### src/rtl/fewcore_pkg.sv
// fewcore_pkg: shared types and constants for the fewcore hazard/forwarding logic.
//   REG_ADDR_W  - architectural register index width (x0 reads as zero)
//   FWD_SEL_RF  - forward-select value meaning "take operand from the register file"
//   inflight_t  - one shadow-pipeline entry describing an in-flight destination write
package fewcore_pkg;

    localparam int unsigned REG_ADDR_W = 5;
    localparam int unsigned FWD_SEL_RF = 0;

    typedef struct packed {
        logic                  valid;
        logic                  wen;
        logic                  is_load;
        logic [REG_ADDR_W-1:0] rd;
    } inflight_t;

endpackage

### src/rtl/hazard_shadow.sv
// hazard_shadow: FWD_DEPTH-deep shift register of in-flight instruction descriptors.
//   clk       in   rising-edge clock
//   reset     in   asynchronous active-low reset; clears every entry to invalid
//   in_entry  in   descriptor entering stage 1 (caller zeroes .valid to insert a bubble)
//   entries   out  all stages, flat; index 0 is stage 1 (youngest)
module hazard_shadow
    import fewcore_pkg::*;
#(
    parameter int unsigned FWD_DEPTH = 2
) (
    input  logic                        clk,
    input  logic                        reset,
    input  inflight_t                   in_entry,
    output inflight_t [FWD_DEPTH-1:0]   entries
);

    inflight_t [FWD_DEPTH-1:0] ent_q;
    inflight_t [FWD_DEPTH-1:0] ent_d;

    always_comb begin
        ent_d    = ent_q;
        ent_d[0] = in_entry;
        for (int unsigned i = 1; i < FWD_DEPTH; i++) begin
            ent_d[i] = ent_q[i-1];
        end
    end

    always_ff @(posedge clk or negedge reset) begin
        if (!reset) begin
            ent_q <= '0;
        end else begin
            ent_q <= ent_d;
        end
    end

    assign entries = ent_q;

endmodule

### src/rtl/hazard_unit.sv
// hazard_unit: hazard/forwarding controller sitting beside decode.
//   clk, reset        rising-edge clock; asynchronous active-low reset
//   id_*              decode-stage instruction: valid, sources (+used), destination, wen, is_load
//   ex_branch_taken   execute resolved a taken branch this cycle
//   stall             hold fetch/decode, bubble into execute (load-use, combinational)
//   flush             squash the decode instruction (branch now or flush window still open)
//   fwd_rs1/2_sel     0 = register file, k = forward from shadow stage k
//   stall_cnt/flush_cnt  saturating performance counters
module hazard_unit
    import fewcore_pkg::*;
#(
    parameter int unsigned REG_ADDR_W   = fewcore_pkg::REG_ADDR_W,
    parameter int unsigned FWD_DEPTH    = 2,
    parameter int unsigned LOAD_LAT     = 2,
    parameter int unsigned FLUSH_CYCLES = 1,
    parameter int unsigned CNT_W        = 16
) (
    input  logic                               clk,
    input  logic                               reset,
    input  logic                               id_valid,
    input  logic [REG_ADDR_W-1:0]              id_rs1,
    input  logic [REG_ADDR_W-1:0]              id_rs2,
    input  logic                               id_rs1_used,
    input  logic                               id_rs2_used,
    input  logic [REG_ADDR_W-1:0]              id_rd,
    input  logic                               id_wen,
    input  logic                               id_is_load,
    input  logic                               ex_branch_taken,
    output logic                               stall,
    output logic                               flush,
    output logic [$clog2(FWD_DEPTH+1)-1:0]     fwd_rs1_sel,
    output logic [$clog2(FWD_DEPTH+1)-1:0]     fwd_rs2_sel,
    output logic [CNT_W-1:0]                   stall_cnt,
    output logic [CNT_W-1:0]                   flush_cnt
);

    localparam int unsigned SEL_W = $clog2(FWD_DEPTH + 1);
    localparam int unsigned FC_W  = (FLUSH_CYCLES > 1) ? $clog2(FLUSH_CYCLES) : 1;

    inflight_t [FWD_DEPTH-1:0] ents;
    inflight_t                 shadow_in;

    logic             rs1_hit, rs2_hit;
    logic             rs1_load, rs2_load;
    logic [SEL_W-1:0] rs1_k, rs2_k;
    logic             load_use;

    logic [FC_W-1:0]  flush_left_q, flush_left_d;
    logic [CNT_W-1:0] stall_cnt_q, stall_cnt_d;
    logic [CNT_W-1:0] flush_cnt_q, flush_cnt_d;

    hazard_shadow #(
        .FWD_DEPTH (FWD_DEPTH)
    ) u_shadow (
        .clk      (clk),
        .reset    (reset),
        .in_entry (shadow_in),
        .entries  (ents)
    );

    // Scan oldest to youngest so the youngest matching stage is the one left standing.
    always_comb begin
        rs1_hit  = 1'b0;
        rs1_load = 1'b0;
        rs1_k    = '0;
        rs2_hit  = 1'b0;
        rs2_load = 1'b0;
        rs2_k    = '0;
        for (int unsigned n = 0; n < FWD_DEPTH; n++) begin
            if (id_rs1_used && (id_rs1 != '0) && ents[FWD_DEPTH-1-n].valid &&
                ents[FWD_DEPTH-1-n].wen && (ents[FWD_DEPTH-1-n].rd == id_rs1)) begin
                rs1_hit  = 1'b1;
                rs1_load = ents[FWD_DEPTH-1-n].is_load;
                rs1_k    = SEL_W'(FWD_DEPTH - n);
            end
            if (id_rs2_used && (id_rs2 != '0) && ents[FWD_DEPTH-1-n].valid &&
                ents[FWD_DEPTH-1-n].wen && (ents[FWD_DEPTH-1-n].rd == id_rs2)) begin
                rs2_hit  = 1'b1;
                rs2_load = ents[FWD_DEPTH-1-n].is_load;
                rs2_k    = SEL_W'(FWD_DEPTH - n);
            end
        end
    end

    always_comb begin
        load_use = (rs1_hit && rs1_load && (rs1_k < SEL_W'(LOAD_LAT))) ||
                   (rs2_hit && rs2_load && (rs2_k < SEL_W'(LOAD_LAT)));
        flush    = ex_branch_taken || (flush_left_q != '0);
        // A squashed instruction never needs to wait for its operands.
        stall    = id_valid && !flush && load_use;

        fwd_rs1_sel = stall ? SEL_W'(FWD_SEL_RF) : rs1_k;
        fwd_rs2_sel = stall ? SEL_W'(FWD_SEL_RF) : rs2_k;

        shadow_in         = '0;
        shadow_in.valid   = id_valid && !stall && !flush;
        shadow_in.wen     = id_wen;
        shadow_in.is_load = id_is_load;
        shadow_in.rd      = id_rd;
    end

    always_comb begin
        if (ex_branch_taken) begin
            flush_left_d = FC_W'(FLUSH_CYCLES - 1);
        end else if (flush_left_q != '0) begin
            flush_left_d = flush_left_q - FC_W'(1);
        end else begin
            flush_left_d = flush_left_q;
        end

        stall_cnt_d = (stall && (stall_cnt_q != '1)) ? stall_cnt_q + CNT_W'(1) : stall_cnt_q;
        flush_cnt_d = (flush && (flush_cnt_q != '1)) ? flush_cnt_q + CNT_W'(1) : flush_cnt_q;
    end

    always_ff @(posedge clk or negedge reset) begin
        if (!reset) begin
            flush_left_q <= '0;
            stall_cnt_q  <= '0;
            flush_cnt_q  <= '0;
        end else begin
            flush_left_q <= flush_left_d;
            stall_cnt_q  <= stall_cnt_d;
            flush_cnt_q  <= flush_cnt_d;
        end
    end

    assign stall_cnt = stall_cnt_q;
    assign flush_cnt = flush_cnt_q;

endmodule
### config.mk
export PLATFORM = sky130hd
export DESIGN_NAME = hazard_unit
export DESIGN_NICKNAME = d
export VERILOG_FILES = /design/src/rtl/fewcore_pkg.sv /design/src/rtl/hazard_shadow.sv /design/src/rtl/hazard_unit.sv
export SDC_FILE = /design/constraint.sdc
export NUM_CORES = 1
export LEC_CHECK = 0
export CELL_PAD_IN_SITES_DETAIL_PLACEMENT = 1
export CELL_PAD_IN_SITES_GLOBAL_PLACEMENT = 2
export CORE_MARGIN = 2
export CORE_UTILIZATION = 28
export CTS_CLUSTER_DIAMETER = 60
export DETAILED_ROUTE_END_ITERATION = 7
export GPL_TIMING_DRIVEN = 1
export HOLD_SLACK_MARGIN = 0.03
export PLACE_DENSITY = 0.77
export SETUP_SLACK_MARGIN = 0.3
export SYNTH_ARGS = -nofsm -noshare
export SYNTH_HDL_FRONTEND = slang
export SYNTH_SLANG_ARGS = --single-unit
### constraint.sdc
create_clock -name clk -period 2 [get_ports clk]
set_input_delay 0.4 -clock clk [delete_from_list [all_inputs] [get_ports clk]]
set_output_delay 0.4 -clock clk [all_outputs]
set_load 0.03 [all_outputs]
==> results_dict.tcl <==
set metrics [dict create \
    status "complete, but fails checks" \
    violations "setup timing" \
    synth_seq_cells 47 \
    crit_fanout 3 \
    crit_required_ns 1.60 \
    htreeDepth 2 \
    port_buffers 60 \
    cts_tree "built" \
    r2r-start "u_shadow.entries[4]" \
    ctsLongestPathBuffers 2 \
    yosysMostFrequentCell "dfrtp_1" \
    drv_slew 0 \
    avgRoutedWirePerCell_um 16.07 \
    viasPerCell 4.794 \
    fin_hold_ws_ns 0.05402 \
    drtIter0Drc 34 \
    async_flop_share 1.000 \
    multiInputGateArea_um2 1449 \
    grt_pass1_vias 2305 \
    gp_congestion 0.8625 \
    syn_nets 237 \
    crit_path_end_kind "primary output" \
    cp-endpoint "stall" \
    drt-pass1-iter-count 4 \
    synthCells 212 \
    grt_pass1_wl_um 11600 \
    die_area_um2 9308 \
    clock_sinks 47 \
    die-width_um 96.48 \
    setup_slack_ns -0.7109 \
    ys.warnings.count 0 \
    r2r_cells 9 \
    ios 61 \
    synth_top_area_frac 0.4911 \
    cp-start-kind "flop" \
    synthToLayoutAreaGrowth_pct 65.26 \
    cp_slowest_stage_delay_ns 0.54 \
    critical-path-slowest-cell "or4b_4" \
    insertion_delay_ns 0.30 \
    post-route-drc-count 0 \
    via_count 2114 \
    place_area_um2 3568 \
    core_um2 8258 \
    fill_cells 909 \
    timing.rr.end "stall_cnt[3]" \
    seq_area_frac_synth 0.4911 \
    chipHeight_um 96.48 \
    p_leak_nw 1.874 \
    cts_made_buffers 5 \
    routed_wl_um 7088 \
    setup-violations-final 5 \
    cts.hold.buffers_added 0 \
    synth_top_cell_by_area "dfrtp_1" \
    cp-startpoint "u_shadow.entries[4]" \
    synth_cell_types 42 \
    overflow 0 \
    rsz0062_at_grt "true" \
    min_path_type "in -> async" \
    grt_max_degree 28 \
    synth_common_cells "dfrtp_1, xnor2_1, and3_1, xor2_1, nand4_1" \
    irDropWorstVdd_mv 0.6017 \
    dpl.hpwl_um 5395 \
    drive_gt1_frac 0.4286 \
    setup_tns_ns -3.345 \
    path_clk_slew_ns 0.09 \
    synthFlopType "dfrtp_1" \
    period_needed_ns 2.711 \
    cts-root-buf "clkbuf_8" \
    antenna_found_initial 1 \
    fin_area_um2 3958 \
    synth.area.top_cells "dfrtp_1, xnor2_1, xor2_1" \
    crit_type "reg -> out" \
    num_rows 33 \
    synth_area_um2 2395 \
    r2r_setup_slack_ns 0.08 \
    powerDensity_nw_per_um2 627.8 \
    start_util 0.2900 \
    drtAntennaViolNets 0 \
    arrival_ns 2.31 \
    min_period_over_period 1.355 \
    diodes 0 \
    hold_viol 0 \
    fin_nets 360 \
    synth_edf_count 0 \
    syn_avg_cell_area_um2 11.30 \
    max_cap_violations 0 \
    regArea_um2 1186 \
    grtUsageTotal 0.1657 \
    path_cells "buf_4, buf_4, xnor2_4, nand4_1, or4b_4, a21oi_4, buf_6, buf_6" \
    slew_headroom 0.6719 \
    clock_skew_ns 0.009256 \
    clock.fmax_ghz 0.3689 \
    worst_pin_slew_ns 0.4922 \
]
[how the worst min path moves through the flow]
stage | startpoint | to | cells after the start
2_1_floorplan | reset | flush_cnt[0] | 0
3_3_place_gp | reset | u_shadow.entries[0] | 1
3_5_place_dp | reset | u_shadow.entries[0] | 1
4_1_cts | reset | flush_cnt[3] | 1
5_1_grt | reset | flush_cnt[2] | 1
6_report | reset | flush_cnt[2] | 1
[placed cells by master (no fill, tap or decap), types with 2 or more instances in the layout]
cell type | netlist | routed
mux2_4 | 0 | 2
nand2_1 | 11 | 9
nor3_1 | 5 | 2
buf_6 | 1 | 14
nor3_2 | 0 | 2
nand4_2 | 2 | 2
and3_4 | 0 | 2
nor2_1 | 9 | 7
dfrtp_1 | 47 | 39
and4_4 | 0 | 2
a21oi_1 | 3 | 2
nand3_1 | 11 | 7
buf_12 | 1 | 2
and3_1 | 15 | 13
buf_2 | 1 | 4
and4_1 | 5 | 3
dlygate4sd2_1 | 0 | 39
xor2_1 | 13 | 10
nand3_4 | 0 | 3
nand2_4 | 0 | 2
or4_4 | 2 | 3
xor2_2 | 0 | 2
clkbuf_8 | 0 | 7
xnor2_2 | 0 | 6
nand3_2 | 7 | 8
clkdlybuf4s50_1 | 0 | 9
nor2_4 | 0 | 2
xnor2_1 | 35 | 27
buf_4 | 1 | 53
nand4_1 | 12 | 12
dfrtp_2 | 0 | 8
xnor2_4 | 0 | 2
[sequential cells by signal (all words and copies together), names as in the netlist]
signal and flops:
stall_cnt 16, u_shadow.entries 15, flush_cnt 16
[final cells by class]
cell class / instances / share of cell area
clock inverter: 1 / 0.001897
tap: 105 / 0.03320
multi-input combinational: 158 / 0.3661
sequential: 47 / 0.2997
timing repair buffer: 123 / 0.2747
clock buffer: 7 / 0.02434
[critical path, delay by kind of cell, from the launching register on]
family	cells	cell delay [ns]
simple gates	2	0.68
xor+xnor	1	0.15
flops	1	0.44
buf+inv	4	0.54
compound gates	1	0.21
[kinds of logic (layout without fill, tap and decap cells)]
logic type | count (synthesis) | in the layout | share of synthesized area
buf+inv | 7 | 131 | 0.02299
fa+ha+maj | 2 | 2 | 0.01045
mux | 2 | 2 | 0.009404
simple gates | 93 | 93 | 0.2450
compound gates | 13 | 13 | 0.04546
flops | 47 | 47 | 0.4911
xor+xnor | 48 | 48 | 0.1755
[through the flow]
step / worst slack (ns) / util / total power [mW] / cells
after global placement: -1.236 / 0.4321 / 1.805 / 422
after detailed placement: -1.295 / 0.4321 / 1.824 / 422
after CTS: -0.8287 / 0.4673 / 2.488 / 436
after floorplan: -0.3520 / - / 1.486 / 212
final: -0.7109 / 0.4792 / 2.485 / 441
after global routing: -0.7856 / 0.4792 / 2.629 / 441
[layer usage]
metal / global-route usage / share of wire / wire (um)
met3: 0.03026 / 0.026 / 185
met4: 0.05751 / 0.025 / 178
met2: 0.2946 / 0.52 / 3671
met1: 0.2009 / 0.43 / 3038
met5: 0 / 0.0018 / 13
[power by group]
| group | switching [mW] | leakage [nW] | internal, mW |
|---|---|---|---|
| Combinational | 0.349 | 1.22 | 0.337 |
| Clock | 0.326 | 0.0505 | 0.315 |
| Sequential | 0.118 | 0.600 | 1.04 |
| Total | 0.793 | 1.87 | 1.69 |
[repair_timing]
| action | CTS | global route |
|---|---|---|
| buffers inserted | 5 | 5 |
| setup endpoints to repair | 62 | 31 |
| resized for setup | 105 | 11 |
| gates cloned | 1 | 0 |
| pin swaps | 13 | 9 |
Note: power is estimated with default switching activity, not from simulation.
